==> src/rtl/dvsd_pe_rr_if.sv <==
// ---------------------------------------------------------------------------
// dvsd_pe_rr_if
// Handshake bundle for the dvsd_pe_rr priority encoder.
//   Request side : en, mode, in, in_valid (to encoder), in_ready (from encoder)
//   Result side  : out, gs, eno, out_valid (from encoder), out_ready (to encoder)
// Modports:
//   master - the environment that issues request vectors and consumes results
//   slave  - the encoder itself
// ---------------------------------------------------------------------------
interface dvsd_pe_rr_if #(
  parameter int N = 8,
  parameter int W = $clog2(N)
);
  logic         en;
  logic         mode;
  logic [N-1:0] in;
  logic         in_valid;
  logic         in_ready;
  logic [W-1:0] out;
  logic         gs;
  logic         eno;
  logic         out_valid;
  logic         out_ready;

  modport master (
    output en, mode, in, in_valid, out_ready,
    input  in_ready, out, gs, eno, out_valid
  );

  modport slave (
    input  en, mode, in, in_valid, out_ready,
    output in_ready, out, gs, eno, out_valid
  );
endinterface

==> src/rtl/dvsd_pe_rr.sv <==
// ---------------------------------------------------------------------------
// dvsd_pe_rr
// Registered N:log2(N) priority encoder with fixed-priority and round-robin
// arbitration, valid/ready handshake on both sides and a one-entry output
// register. Cascade outputs gs/eno follow the classic 8:3 encoder meaning.
// Ports:
//   clk   in  rising-edge clock
//   reset in  asynchronous, active-high reset
//   bus   slave modport of dvsd_pe_rr_if (request vector in, encoded result out)
// Parameters:
//   N  number of request inputs (2..64)
//   W  encoded width, derived from N
// ---------------------------------------------------------------------------
module dvsd_pe_rr #(
  parameter int N = 8,
  parameter int W = $clog2(N)
) (
  input logic          clk,
  input logic          reset,
  dvsd_pe_rr_if.slave  bus
);

  logic [W-1:0] r_ptr;        // round-robin search start (next index to favour)
  logic [W-1:0] r_out;
  logic         r_gs;
  logic         r_eno;
  logic         r_out_valid;

  logic         w_accept;
  logic         w_any;
  logic [W-1:0] w_fix_idx;
  logic [W-1:0] w_rr_idx;
  logic         w_rr_found;
  logic [W-1:0] w_idx;
  logic [W-1:0] w_grant;

  // The output register may be refilled in the same cycle it is drained.
  assign bus.in_ready = !r_out_valid || bus.out_ready;
  assign w_accept     = bus.in_valid && bus.in_ready;
  assign w_any        = |bus.in;

  assign bus.out       = r_out;
  assign bus.gs        = r_gs;
  assign bus.eno       = r_eno;
  assign bus.out_valid = r_out_valid;

  // Fixed priority: ascending scan, so the last (highest) set index sticks.
  // Round-robin: descend from r_ptr, wrapping to N-1 after 0; first hit wins.
  always_comb begin
    // NOTE: every variable gets a default before the loops so no path leaves
    // it unassigned, which would otherwise infer a latch.
    w_fix_idx  = '0;
    w_rr_idx   = '0;
    w_rr_found = 1'b0;
    w_idx      = '0;
    for (int i = 0; i < N; i++) begin
      if (bus.in[i]) w_fix_idx = W'(i);
    end
    for (int off = 0; off < N; off++) begin
      // Wrap by adding N rather than relying on W-bit overflow, so the
      // search stays inside 0..N-1 for non-power-of-2 N.
      if (int'(r_ptr) >= off) w_idx = W'(int'(r_ptr) - off);
      else                    w_idx = W'(int'(r_ptr) + N - off);
      if (!w_rr_found && bus.in[w_idx]) begin
        w_rr_found = 1'b1;
        w_rr_idx   = w_idx;
      end
    end
  end

  assign w_grant = bus.mode ? w_rr_idx : w_fix_idx;

  // NOTE: state is updated with non-blocking assignments so every register
  // samples the pre-edge values, independent of statement order.
  // NOTE: all registers here are control/result flops and get an explicit
  // reset value; a pending result is discarded on reset.
  always_ff @(posedge clk or posedge reset) begin
    if (reset) begin
      r_ptr       <= W'(N - 1);
      r_out       <= '0;
      r_gs        <= 1'b0;
      r_eno       <= 1'b0;
      r_out_valid <= 1'b0;
    end else if (w_accept) begin
      r_out_valid <= 1'b1;
      if (!bus.en) begin
        r_out <= '0;
        r_gs  <= 1'b0;
        r_eno <= 1'b0;
      end else if (!w_any) begin
        r_out <= '0;
        r_gs  <= 1'b0;
        r_eno <= 1'b1;
      end else begin
        r_out <= w_grant;
        r_gs  <= 1'b1;
        r_eno <= 1'b0;
        // Only round-robin grants move the pointer; it lands one below the
        // winner so the winner becomes lowest priority next time.
        if (bus.mode) begin
          r_ptr <= (w_rr_idx == '0) ? W'(N - 1) : w_rr_idx - W'(1);
        end
      end
    end else if (bus.out_ready) begin
      r_out_valid <= 1'b0;
    end
  end

endmodule
==> src/flat_wrapper.sv <==
// flat-port wrapper written by rule: the top's interface ports become plain ports
module dvsd_pe_rr_flat 
#(
  parameter int N = 8,
  parameter int W = $clog2(N)
)
  (clk, reset, bus_en, bus_mode, bus_in, bus_in_valid, bus_out_ready, bus_in_ready, bus_out, bus_gs, bus_eno, bus_out_valid);
  dvsd_pe_rr_if #(.N(N), .W(W)) bus_i ();
  input logic clk;
  input logic reset;
  input wire logic [$bits(bus_i.en)-1:0] bus_en;
  input wire logic [$bits(bus_i.mode)-1:0] bus_mode;
  input wire logic [$bits(bus_i.in)-1:0] bus_in;
  input wire logic [$bits(bus_i.in_valid)-1:0] bus_in_valid;
  input wire logic [$bits(bus_i.out_ready)-1:0] bus_out_ready;
  output wire logic [$bits(bus_i.in_ready)-1:0] bus_in_ready;
  output wire logic [$bits(bus_i.out)-1:0] bus_out;
  output wire logic [$bits(bus_i.gs)-1:0] bus_gs;
  output wire logic [$bits(bus_i.eno)-1:0] bus_eno;
  output wire logic [$bits(bus_i.out_valid)-1:0] bus_out_valid;
  assign bus_i.en = bus_en;
  assign bus_i.mode = bus_mode;
  assign bus_i.in = bus_in;
  assign bus_i.in_valid = bus_in_valid;
  assign bus_i.out_ready = bus_out_ready;
  assign bus_in_ready = bus_i.in_ready;
  assign bus_out = bus_i.out;
  assign bus_gs = bus_i.gs;
  assign bus_eno = bus_i.eno;
  assign bus_out_valid = bus_i.out_valid;
  dvsd_pe_rr #(.N(N), .W(W)) u_core (.clk(clk), .reset(reset), .bus(bus_i));
endmodule
==> config.mk <==
export PLATFORM = sky130hd
export DESIGN_NAME = dvsd_pe_rr_flat
export DESIGN_NICKNAME = d
export VERILOG_FILES = /design/src/rtl/dvsd_pe_rr_if.sv /design/src/rtl/dvsd_pe_rr.sv /design/src/flat_wrapper.sv
export SDC_FILE = /design/constraint.sdc
export NUM_CORES = 1
export LEC_CHECK = 0
export BUFFER_PORTS_ARGS = -buffer_cell sky130_fd_sc_hd__buf_2
export CAP_MARGIN = 20
export CORE_ASPECT_RATIO = 0.75
export CORE_UTILIZATION = 63
export CTS_BUF_LIST = sky130_fd_sc_hd__clkbuf_4
export DETAILED_ROUTE_END_ITERATION = 8
export GPL_TIMING_DRIVEN = 0
export PLACE_DENSITY = 0.87
export SLEW_MARGIN = 15
export SYNTH_ARGS = -nofsm -noshare
export SYNTH_HDL_FRONTEND = slang
export SYNTH_SLANG_ARGS = --single-unit
==> constraint.sdc <==
create_clock -name clk -period 9.4 [get_ports clk]
set_input_delay 1.88 -clock clk [delete_from_list [all_inputs] [get_ports clk]]
set_output_delay 1.88 -clock clk [all_outputs]
set_load 0.03 [all_outputs]
=== Word-level counts from Yosys, hierarchy flattened ===
Index checks and enable logic that the tools add are counted.

* Input bits: 14
* RAM bits: 0
* Bits in latches: 0
* Output and inout port bits: 7
* Word-level logic and storage cells: 112
* Memories kept: 0
* Flip-flop bits (word level): 9
* Memory bits (read-only): 0

* Reduce and logical (&&, ||, !) cells: 21
* Div/mod/pow operators: 0
* Muxes and demuxes: 55
* Bitwise gates (word level): 0
* Equal/unequal tests: 0
* Add/subtract/negate cells: 16
* Magnitude comparators: 15
* $mul: 0
* Shifts and indexed selects: 0

{| class="wikitable"
|+ Operators by type and width
! kind !! count
|-
| 3-bit two-way mux || 25
|-
| 3-bit by 4-bit less-than comparator with 1-bit output (second input constant) || 8
|-
| 1-bit binary-select mux with 3-bit select || 8
|-
| 3-bit subtractor (second input constant) || 8
|-
| 1-bit two-way mux || 22
|-
| 3-bit >= comparator (second input constant) || 4
|-
| 3-bit by 2-bit subtractor with 3-bit output (second input constant) || 4
|-
| 3-bit by 1-bit subtractor with 3-bit output (second input constant) || 3
|-
| 1-bit logical AND || 8
|-
| 1-bit zero test || 8
|-
| 8-bit OR reduction || 1
|-
| 3-bit by 2-bit >= comparator with 1-bit output (second input constant) || 2
|-
| 4-bit AND reduction || 1
|-
| 3-bit by 1-bit adder with 3-bit output (second input constant) || 1
|-
| 3-bit by 1-bit >= comparator with 1-bit output (second input constant) || 1
|-
| 3-bit zero test || 1
|-
| 2-bit nonzero test || 1
|-
| 1-bit logical OR || 1
|}

=== Logic depth before layout (Yosys ltp) ===
Gate-level depths: netlist of the first run.

* Depth after elaboration: 28
* Depth in mapped cells: 15

=== Least setup slack after synthesis of the first run ===
No wires, ideal clock.

* Path kind: input-to-reg
* Start: input port bus_in[4]
* End: register u_core.r_ptr[2]
* Arrival time: 4448 ps
* Data required time: 9321 ps
* Cell stages on the path: 10
* Setup slack: 4873 ps
* Cells stage by stage: clkbuf_1 -> mux4_1 -> mux2_2 -> or2_4 -> or4_4 -> a21oi_1 -> nor2_1 -> ha_1 -> ha_1 -> o21ai_0

* Word-level cells in the longest chain between the ends: 26

{| class="wikitable"
|+ Ends and longest elaborated chain
! element !! RTL line !! source
|-
| from (decl) || flat_wrapper.sv:13 || <nowiki>input wire logic [$bits(bus_i.in)-1:0] bus_in;</nowiki>
|-
| 1-bit binary-select mux with 3-bit select || dvsd_pe_rr.sv:64 || <nowiki>if (!w_rr_found && bus.in[w_idx]) begin</nowiki>
|-
| 1-bit two-way mux (not written as such) || dvsd_pe_rr.sv:64 ||
|-
| 1-bit two-way mux || dvsd_pe_rr.sv:64 ||
|-
| 1-bit zero test || dvsd_pe_rr.sv:64 ||
|-
| 1-bit logical AND || dvsd_pe_rr.sv:64 ||
|-
| 1-bit two-way mux || dvsd_pe_rr.sv:64 ||
|-
| 1-bit zero test || dvsd_pe_rr.sv:64 ||
|-
| 1-bit logical AND || dvsd_pe_rr.sv:64 ||
|-
| (+10 left out) || -- ||
|-
| 1-bit zero test || dvsd_pe_rr.sv:64 ||
|-
| 1-bit logical AND || dvsd_pe_rr.sv:64 ||
|-
| 1-bit two-way mux || dvsd_pe_rr.sv:64 ||
|-
| 1-bit zero test || dvsd_pe_rr.sv:64 ||
|-
| 1-bit logical AND || dvsd_pe_rr.sv:64 ||
|-
| 3-bit two-way mux || dvsd_pe_rr.sv:64 ||
|-
| 3-bit by 1-bit subtractor with 3-bit output / 3-bit zero test (equally long branches) || dvsd_pe_rr.sv:101 || <nowiki>r_ptr <= (w_rr_idx == '0) ? W'(N - 1) : w_rr_idx - W'(1);</nowiki>
|-
| 3-bit two-way mux || dvsd_pe_rr.sv:101 ||
|-
| to (signal assigned) || dvsd_pe_rr.sv:79 || <nowiki>r_ptr <= W'(N - 1);</nowiki>
|-
| to (signal assigned) || dvsd_pe_rr.sv:101 ||
|-
| to (decl) || dvsd_pe_rr.sv:23 || <nowiki>logic [W-1:0] r_ptr;</nowiki>
|}

Several ways; a longest one is shown, not always the timed one. The select of a mux whose other input is x is not followed.
A chain may end at the register's enable or synchronous reset.

=== Worst setup path in the final report of the first run ===
* Start: input port bus_in[5]
* End: register u_core.r_ptr[2]

The elaborated chain is that of the path after synthesis.

==> results.cfg, run 1 <==
[routing]
first_pass_iters = 4
drt_iter0_markers = 70
drc = 0
drt-wirelength-per-cell_um = 19.5
vias = 1316
routed-wl-met3_um = 251
routed.top_layer = met4
totalWireLength_um = 3620
wl_met1_um = 1550
ant_nets = 0
dr_wl_met2_um = 1730
vias_per_cell = 7.08

[hold_path]
hold_start = u_core.bus.gs
min_path_type = reg2reg

[timing]
tns_ps = 0
grt_setup_unrepaired = false
skew_ps = 7.06
relSlewSlack_pct = 64.7
worst_pin_slew_ps = 526
min_period_ps = 4650
fmax_mhz = 215
finalCritPeriodShare_pct = 49.4
finalHoldViolCount = 0
slew_violations = 0
setup_viol = 0
setup_ws_ps = 4750

[yosys]
syn_inst = 141
syn-num-nets = 161
synth_area_leaders = mux4_2 13%, mux4_1 12%, dfrtp_1 11%
postSynth.asyncResetShare_pct = 100
syn_area_sq_um = 1350
ys_types = 43
synth_edf_count = 0
ys_warn_count = 0
avgSynthCellArea_sq_um = 9.57
netlist.area_leader.share_pct = 13.3
synth_seq_cells = 9
synth_top_area_cell = mux4_2
ys_seq_area_share_pct = 17.0
synthFlopType = dfrtp_1

[clocking]
clk_pin_slew_ps = 70
cts_buffers = 3
cts-resized-gates = 0
htreeDepth = 1
cts-root-buf = clkbuf_4
cts_tree = yes
cts_buffer_depth = 2
hold_buffers = 0
post_cts_buffers = 0
clk_latency_ps = 270
cts_sinks = 9

[die]
ios = 21
die_area_sq_um = 2330
fp-row-count = 14
core_area_sq_um = 2010
start_util_pct = 67.0
die_y_um = 42.1
die_w_um = 55.5

[final_layout]
fill_cells = 143
final-seq-area_sq_um = 229
area_growth_pct = 10.6
drive_gt1_share_pct = 27.2
num_antenna_cells = 0
multi_input_area_sq_um = 1030
final_nets = 183

[run_status]
status = complete, no violations

[power]
p_per_area_nw_per_um2 = 406
ir_drop_v = 0.000304
p_leak_nw = 0.668

[global_route]
grtUsageTotal_pct = 33.7
grt_pass1_wl_um = 5980
antenna_found_initial = 0
grt_max_degree = 11
grt-ovfl-total = 0
grt_pass1_vias = 1306

[placed_design]
gp_congestion = 0.930
portBuffers = 17
place_hpwl_um = 2820
preCtsSetupSlack_ps = 4500

[worst_setup_path]
crit_slowest_cell = mux4_1
cp-start-kind = primary input
crit_type = in2reg
crit_start = bus_in[5]
worstReg2RegStart = u_core.r_ptr[1]
crit_top_cell = ha_1
endpoint_kind = flop
cp_cell_sequence = buf_2, clkbuf_1, mux4_1, mux2_2, or2_4, or4_4, a21oi_1, nor2_1, ha_1, ha_1, o21ai_0
max_stage_delay_ps = 560
crit_fanout = 10
required_ps = 9590
cp.arrival_ps = 4830

[job]
max-cap-violations = 0
sequential cells by signal, summed over array words and instances, names as in the netlist:
| name | cells |
|---|---|
| u_core.bus.out | 3 |
| u_core.bus.eno | 1 |
| u_core.bus.gs | 1 |
| u_core.bus.out_valid | 1 |
| u_core.r_ptr | 3 |
synth_stat cells (2+ instances only):
library cell	number
a211oi_1	3
a21o_1	2
a21oi_1	10
a22oi_1	4
and3_1	2
buf_6	2
clkbuf_1	6
dfrtp_1	6
dfstp_2	3
ha_1	6
inv_1	8
mux2_2	4
mux2i_1	10
mux4_1	6
mux4_2	8
nand2_1	13
nand2b_1	3
nand3_1	3
nand3b_1	2
nor2_1	7
nor3_1	2
nor4_1	2
o21ai_0	8
o311ai_0	2
stage by stage:
stage	std cells	hold slack (ps)	utilization, %	area, sq um	power [W]
final	186	479	74.1	1490	0.000606
after global routing	186	512	74.1	1490	0.000653
after CTS	186	484	74.1	1490	0.000598
after detailed placement	182	465	72.7	1470	0.000565
after global placement	182	462	72.7	1470	0.000537
after floorplan	141	651	-	1350	0.000461
final timing paths:
check                                          to  slack [ps]  cells past startpoint
worst min-delay path                u_core.bus.gs         480                      1
worst max register to register    u_core.r_ptr[2]        5040                     13
min in group asynchronous       u_core.bus.out[2]        1560                      2
max in group asynchronous         u_core.r_ptr[2]        7530                      2
worst min register to register      u_core.bus.gs         480                      1
worst max-delay path              u_core.r_ptr[2]        4750                     11
logic make-up (layout without fill, tap and decap cells):
family	count (synthesis)	in the layout	share of synthesized area, %
adder cells (fa/ha/maj)	6	6	5.56
AO/OA/AOI/OAI	38	38	18.5
AND/OR/NAND/NOR	37	37	13.7
XOR/XNOR	2	2	1.30
flip-flops	9	9	17.0
buffers and inverters	20	41	7.04
multiplexers	29	29	36.9
worst max-delay path, delay by kind of cell:
| family | cells | cell delay (ps) |
|---|---|---|
| buf+inv | 2 | 320 |
| compound gates | 2 | 420 |
| fa+ha+maj | 2 | 460 |
| simple gates | 3 | 880 |
| mux | 2 | 860 |
layout make-up:
class | instances | area share, %
Multi-Input combinational cell | 112 | 68.7
Sequential cell | 9 | 15.3
Timing Repair Buffer | 17 | 5.70
Buffer | 11 | 4.11
Inverter | 9 | 2.26
Tap cell | 24 | 2.01
Clock buffer | 3 | 1.51
Clock inverter | 1 | 0.335
layout by cell type, fill, tap and decap left out, drive strengths merged, types with 3 or more instances in the layout:
master | Yosys | final
clkbuf | 7 | 10
nand2b | 3 | 3
dfrtp | 6 | 6
nand2 | 13 | 13
buf | 4 | 21
a22oi | 4 | 4
o21ai | 8 | 8
dfstp | 3 | 3
nor2 | 7 | 7
a21oi | 10 | 10
mux4 | 14 | 14
ha | 6 | 6
nand3 | 3 | 3
mux2i | 10 | 10
a211oi | 3 | 3
inv | 8 | 8
mux2 | 5 | 5
per-layer routing:
layer,vias up,global-route usage (%)
met2,70,52.8
met1,640,44.1
met5,-,0
li1,592,-
met3,14,9.26
met4,0,15.5
power by group:
part	switching (W)	internal (W)	total (W)
clock network	0.0000161	0.0000158	0.0000319
registers	0.0000111	0.0000556	0.0000667
logic	0.000277	0.000230	0.000507
total	0.000304	0.000302	0.000606
(Power assumes the default switching activity.)
==> inputs of run 2 (changes only) <==
--- a/config.mk
+++ b/config.mk
@@ -5,14 +5,15 @@
 export SDC_FILE = /design/constraint.sdc
 export NUM_CORES = 1
 export LEC_CHECK = 0
+export ABC_AREA = 1
 export BUFFER_PORTS_ARGS = -buffer_cell sky130_fd_sc_hd__buf_2
 export CAP_MARGIN = 20
 export CORE_ASPECT_RATIO = 0.75
-export CORE_UTILIZATION = 63
+export CORE_UTILIZATION = 53
 export CTS_BUF_LIST = sky130_fd_sc_hd__clkbuf_4
 export DETAILED_ROUTE_END_ITERATION = 8
 export GPL_TIMING_DRIVEN = 0
-export PLACE_DENSITY = 0.87
+export PLACE_DENSITY = 0.79
 export SLEW_MARGIN = 15
 export SYNTH_ARGS = -nofsm -noshare
 export SYNTH_HDL_FRONTEND = slang
==> constraint.sdc (replaced) <==
create_clock -name clk -period 4.2 [get_ports clk]
set_input_delay 0.84 -clock clk [delete_from_list [all_inputs] [get_ports clk]]
set_output_delay 0.84 -clock clk [all_outputs]
set_load 0.03 [all_outputs]
==> results.cfg, run 2 <==
[run_status]
status = finished with violations
violations = design-rule violations

[clocking]
cts_buffer_depth = 2
cts-root-buf = clkbuf_4
clk_latency_ps = 260
clk_pin_slew_ps = 70
post_cts_buffers = 0
cts-resized-gates = 0
htreeDepth = 1
cts_sinks = 9
hold_buffers = 0
cts_tree = yes
cts_buffers = 3

[timing]
finalHoldViolCount = 0
relSlewSlack_pct = 76.1
slew_violations = 0
grt_setup_unrepaired = false
setup_ws_ps = 698
tns_ps = 0
worst_pin_slew_ps = 357
fmax_mhz = 286
min_period_ps = 3500
setup_viol = 0
finalCritPeriodShare_pct = 83.4
skew_ps = 4.18

[yosys]
synth_edf_count = 0
syn-num-nets = 210
syn_inst = 190
ys_types = 35
synthFlopType = dfrtp_1
syn_area_sq_um = 1240
synth_top_area_cell = nand2_1
synthTopCellsByCount = 56 x nand2_1, 26 x nand3_1, 18 x inv_1, 16 x nor2_1, 7 x nand3_2
ys_warn_count = 0
synth_area_leaders = nand2_1 17%, dfrtp_1 12%, nand3_1 10%
postSynth.asyncResetShare_pct = 100
avgSynthCellArea_sq_um = 6.54
ys_seq_area_share_pct = 18.4
synth_seq_cells = 9
yosysMostFrequentCell = nand2_1
netlist.area_leader.share_pct = 16.9

[placed_design]
preCtsSetupSlack_ps = 723
dpl_cell_area_sq_um = 1370
place_hpwl_um = 2610
portBuffers = 20
gp_congestion = 0.892

[worst_setup_path]
cp-start-kind = flop
endpoint_kind = flop
rr_worst_depth = 19
cp.arrival_ps = 3690
r2r-end = u_core.r_ptr[2]
timing.reg2reg.setup_slack_ps = 700
crit_type = reg2reg
crit_fanout = 10
required_ps = 4390
worstReg2RegStart = u_core.r_ptr[0]

[final_layout]
final-seq-area_sq_um = 229
final_nets = 235
num_antenna_cells = 0
final_cell_mix = 56 x nand2_1, 26 x nand3_1, 20 x buf_2
fin_area_sq_um = 1400
final_common_cell = nand2_1
drive_gt1_share_pct = 28.0
multi_input_area_sq_um = 892
area_growth_pct = 12.7
fill_cells = 201

[die]
die_y_um = 43.9
die_area_sq_um = 2540
die_w_um = 57.9
ios = 21
fp-row-count = 14
start_util_pct = 59.1
core_area_sq_um = 2100

[routing]
vias_per_cell = 5.66
drt_iter0_markers = 116
drt-wirelength-per-cell_um = 13.2
vias = 1348
drc = 2
ant_nets = 0
first_pass_iters = 7
totalWireLength_um = 3140

[job]
max-cap-violations = 0

[hold_path]
hold_start = u_core.bus.out[1]
min_path_type = reg2reg
whs_path_depth = 2
hold-path-endpoint = u_core.bus.out[1]

[global_route]
grt-ovfl-total = 0
grtUsageTotal_pct = 27.8
grt_max_degree = 11
antenna_found_initial = 0
grt_pass1_vias = 1177
met1_usage_pct = 41.4
use_met2_pct = 42.8
grt_pass1_wl_um = 5320
use_met3_pct = 5.97
busiest_layer = met2

[power]
p_leak_nw = 0.775
finalPower_w = 0.00134
p_per_area_nw_per_um2 = 957
ir_drop_v = 0.000463
[run 2: cell types whose count changed after synthesis, moves of 6 or more]
cell / delta
inv_1: +10
mux4_2: -8
nor2_1: +9
nand3_1: +23
clkbuf_1: -6
mux4_1: -6
a21oi_1: -6
mux2i_1: -10
nand2_2: +6
nand3_2: +7
nand2_1: +43
[run 2: power by group]
| group | switching [W] | internal [W] | total, W |
|---|---|---|---|
| Sequential | 0.0000241 | 0.000124 | 0.000148 |
| Clock | 0.0000323 | 0.0000352 | 0.0000675 |
| Combinational | 0.000750 | 0.000374 | 0.00112 |
[run 2: metrics by stage]
step	hold slack, ps	utilization (%)	cells
after floorplan	535	-	190
after global placement	461	65.3	234
after detailed placement	463	65.3	234
after CTS	489	66.6	238
after global routing	528	66.6	238
final	485	66.6	238
[run 2: worst max path at each step]
stage | startpoint | end
after global routing | u_core.r_ptr[0] | u_core.r_ptr[2]
after floorplan | u_core.r_ptr[0] | u_core.r_ptr[2]
after detailed placement | u_core.r_ptr[0] | u_core.r_ptr[2]
after CTS | u_core.r_ptr[0] | u_core.r_ptr[2]
final | u_core.r_ptr[0] | u_core.r_ptr[2]
after global placement | u_core.r_ptr[0] | u_core.r_ptr[2]
[run 2: critical path, stage by stage, from the launching register on]
cell,delay (ps)
dfstp_2,550
buf_6,150
inv_4,40
buf_12,140
ha_1,350
inv_1,250
nand3_1,160
nand2_1,90
inv_1,50
a21oi_1,250
inv_1,130
nor2_4,180
nand2_2,90
nand3_1,80
nand3_1,90
nand2_1,120
inv_1,60
ha_1,180
ha_1,290
o21ai_0,170
[run 2: area by class of cell]
cell class / count / share of cell area, %
tap: 24 / 2.14
clock inverter: 1 / 0.357
multi-input combinational: 156 / 63.7
inverter: 22 / 6.08
sequential: 9 / 16.4
clock buffer: 3 / 1.61
buffer: 3 / 2.59
timing repair buffer: 20 / 7.15
[run 2: logic make-up (layout without fill, tap and decap cells)]
family	after synthesis	count (layout)	share of synthesized area, %
AOI/OAI and AO/OA	18	18	9.16
xor gates and xnor gates	2	2	1.41
adders and majority gates	6	6	6.04
buffers and inverters	25	49	9.77
DFF	9	9	18.4
and+or+nand+nor	130	130	55.2
[run 2: per-layer routing]
layer	vias up	routed length [um]	share of wire (%)
met5	-	0	0
met1	610	1500	48
met4	0	15	0.48
li1	672	-	-
met2	62	1340	43
met3	4	279	8.9
==> inputs of run 3 (changes only) <==
--- a/config.mk
+++ b/config.mk
@@ -9,11 +9,11 @@
 export BUFFER_PORTS_ARGS = -buffer_cell sky130_fd_sc_hd__buf_2
 export CAP_MARGIN = 20
 export CORE_ASPECT_RATIO = 0.75
-export CORE_UTILIZATION = 53
+export CORE_UTILIZATION = 58
 export CTS_BUF_LIST = sky130_fd_sc_hd__clkbuf_4
 export DETAILED_ROUTE_END_ITERATION = 8
 export GPL_TIMING_DRIVEN = 0
-export PLACE_DENSITY = 0.79
+export PLACE_DENSITY = 0.82
 export SLEW_MARGIN = 15
 export SYNTH_ARGS = -nofsm -noshare
 export SYNTH_HDL_FRONTEND = slang
==> constraint.sdc (replaced) <==
create_clock -name clk -period 3.31 [get_ports clk]
set_input_delay 0.662 -clock clk [delete_from_list [all_inputs] [get_ports clk]]
set_output_delay 0.662 -clock clk [all_outputs]
set_load 0.03 [all_outputs]
==> results.cfg, run 3 (synthesis gave the netlist of run 2 again) <==
[timing]
slew_violations = 0
skew_ps = 0.468
relSlewSlack_pct = 75.1
min_period_ps = 3040
finalHoldViolCount = 0
finalCritPeriodShare_pct = 91.8
setup_viol = 0
worst_pin_slew_ps = 373
grt_setup_unrepaired = false
fmax_mhz = 329

[global_route]
grt-ovfl-total = 0
grt_max_degree = 11
antenna_found_initial = 0
grt_pass1_vias = 1144
grtUsageTotal_pct = 27.6
grt_pass1_wl_um = 5090

[routing]
vias = 1318
drt_iter0_markers = 125
drt-wirelength-per-cell_um = 12.4
totalWireLength_um = 2950
drc = 0
ant_nets = 0
vias_per_cell = 5.54
first_pass_iters = 4

[placed_design]
place_hpwl_um = 2420
portBuffers = 20
gp_congestion = 0.911
dpl_cell_area_sq_um = 1370

[final_layout]
fin_area_sq_um = 1420
drive_gt1_share_pct = 29.4
final_cell_mix = 56 x nand2_1, 26 x nand3_1, 20 x buf_2
fin_util_pct = 70.6
area_growth_pct = 14.4
final_common_cell = nand2_1
num_antenna_cells = 0
final_nets = 235

[worst_setup_path]
crit_top_cell = nand3_1
endpoint_kind = flop
max_stage_delay_ps = 540
timing.reg2reg.setup_slack_ps = 270
required_ps = 3520
cp_cell_sequence = buf_6, inv_4, buf_12, ha_4, clkinv_4, nand3_1, nand3_1, o21ai_2, inv_1, nand4_2, nor2_4, nand2_2, nand3_1, nand3_1, nand2_1, inv_1, ha_1, ha_1, o21ai_1
path_buf_inv = 6
worstReg2RegStart = u_core.r_ptr[0]
critical_path.top_delay_family = simple AND/OR/NAND/NOR gates
crit_fanout = 10
crit_start = u_core.r_ptr[0]
crit_slowest_cell = dfstp_2
crit_type = reg2reg
cp-start-kind = flop
cp.arrival_ps = 3250

[clocking]
cts_buffers = 3
cts_sinks = 9
post_cts_buffers = 0
cts_buffer_depth = 2
hold_buffers = 0
cts-root-buf = clkbuf_4
htreeDepth = 1
clk_latency_ps = 280
clk_pin_slew_ps = 70
cts_tree = yes

[power]
clockPowerShare_pct = 5.3
ir_drop_v = 0.000913
p_per_area_nw_per_um2 = 1220
power.share.sequential_pct = 10.9
intPower_w = 0.000706
p_leak_nw = 0.773
swShare_pct = 59.3
combPwrFrac_pct = 83.8
switchingPower_w = 0.00103

[die]
fp-row-count = 14
ios = 21
core_area_sq_um = 2010
die_area_sq_um = 2330
die_w_um = 55.4
start_util_pct = 61.7
die_y_um = 42.1

[hold_path]
min_path_type = in2async

[run_status]
status = complete, no violations

[job]
max-cap-violations = 0
[run 3: timing repair]
action | in CTS | in global routing
pin swaps | 0 | 1
resized for setup | 2 | 6
endpoints found under the setup margin | 2 | 3
[run 3: layout make-up]
type / instances / area [sq um]
Buffer: 3 / 36.3
Clock buffer: 3 / 22.5
Clock inverter: 1 / 5.00
Fill cell: 171 / 593
Inverter: 22 / 90.1
Multi-Input combinational cell: 156 / 908
Sequential cell: 9 / 229
Tap cell: 24 / 30.0
Timing Repair Buffer: 20 / 100
[run 3: worst register-to-register path, delay by kind of cell, from the launching register on]
family / cells / cell delay [ps]
AO/OA/AOI/OAI: 2 / 240
buffers and inverters: 6 / 560
adder cells (fa/ha/maj): 3 / 730
AND/OR/NAND/NOR: 8 / 920
flip-flops: 1 / 540
[run 3: final timing paths]
check | end | depth (start not counted)
worst max-delay path | u_core.r_ptr[2] | 19
worst min-delay path | u_core.bus.gs | 2
worst max register to register | u_core.r_ptr[2] | 19
worst min register to register | u_core.bus.gs | 2
max in group asynchronous | u_core.r_ptr[2] | 2
min in group clk | u_core.bus.gs | 2
[run 3: per-stage QoR]
| stage | setup slack, ps | std cells | hold slack (ps) | total power, W | setup TNS [ps] |
|---|---|---|---|---|---|
| 2_1_floorplan | 314 | 190 | 488 | 0.00131 | 0 |
| 3_5_place_dp | -124 | 234 | 459 | 0.00158 | -187 |
| 6_report | 270 | 238 | 329 | 0.00174 | 0 |
| 5_1_grt | 21.6 | 238 | 356 | 0.00192 | 0 |
| 4_1_cts | 41.4 | 238 | 342 | 0.00169 | 0 |
| 3_3_place_gp | -29.7 | 234 | 460 | 0.00154 | -29.7 |
[run 3: power by group through the flow]
stage	Clock, W	Sequential, W	Combinational [W]
3_3_place_gp	0	0.000188	0.00135
6_report	0.0000921	0.000188	0.00146
4_1_cts	0.0000928	0.000188	0.00141
2_1_floorplan	0	0.000225	0.00109
3_5_place_dp	0	0.000189	0.00139
5_1_grt	0.000101	0.000196	0.00162
[run 3: routing by layer]
| metal | GRT usage [%] | up-vias | wire [um] |
|---|---|---|---|
| met5 | 0 | - | 0 |
| met4 | 7.00 | 0 | 17 |
| met3 | 7.41 | 3 | 249 |
| met2 | 39.3 | 51 | 1220 |
| met1 | 41.0 | 591 | 1460 |
| li1 | - | 673 | - |
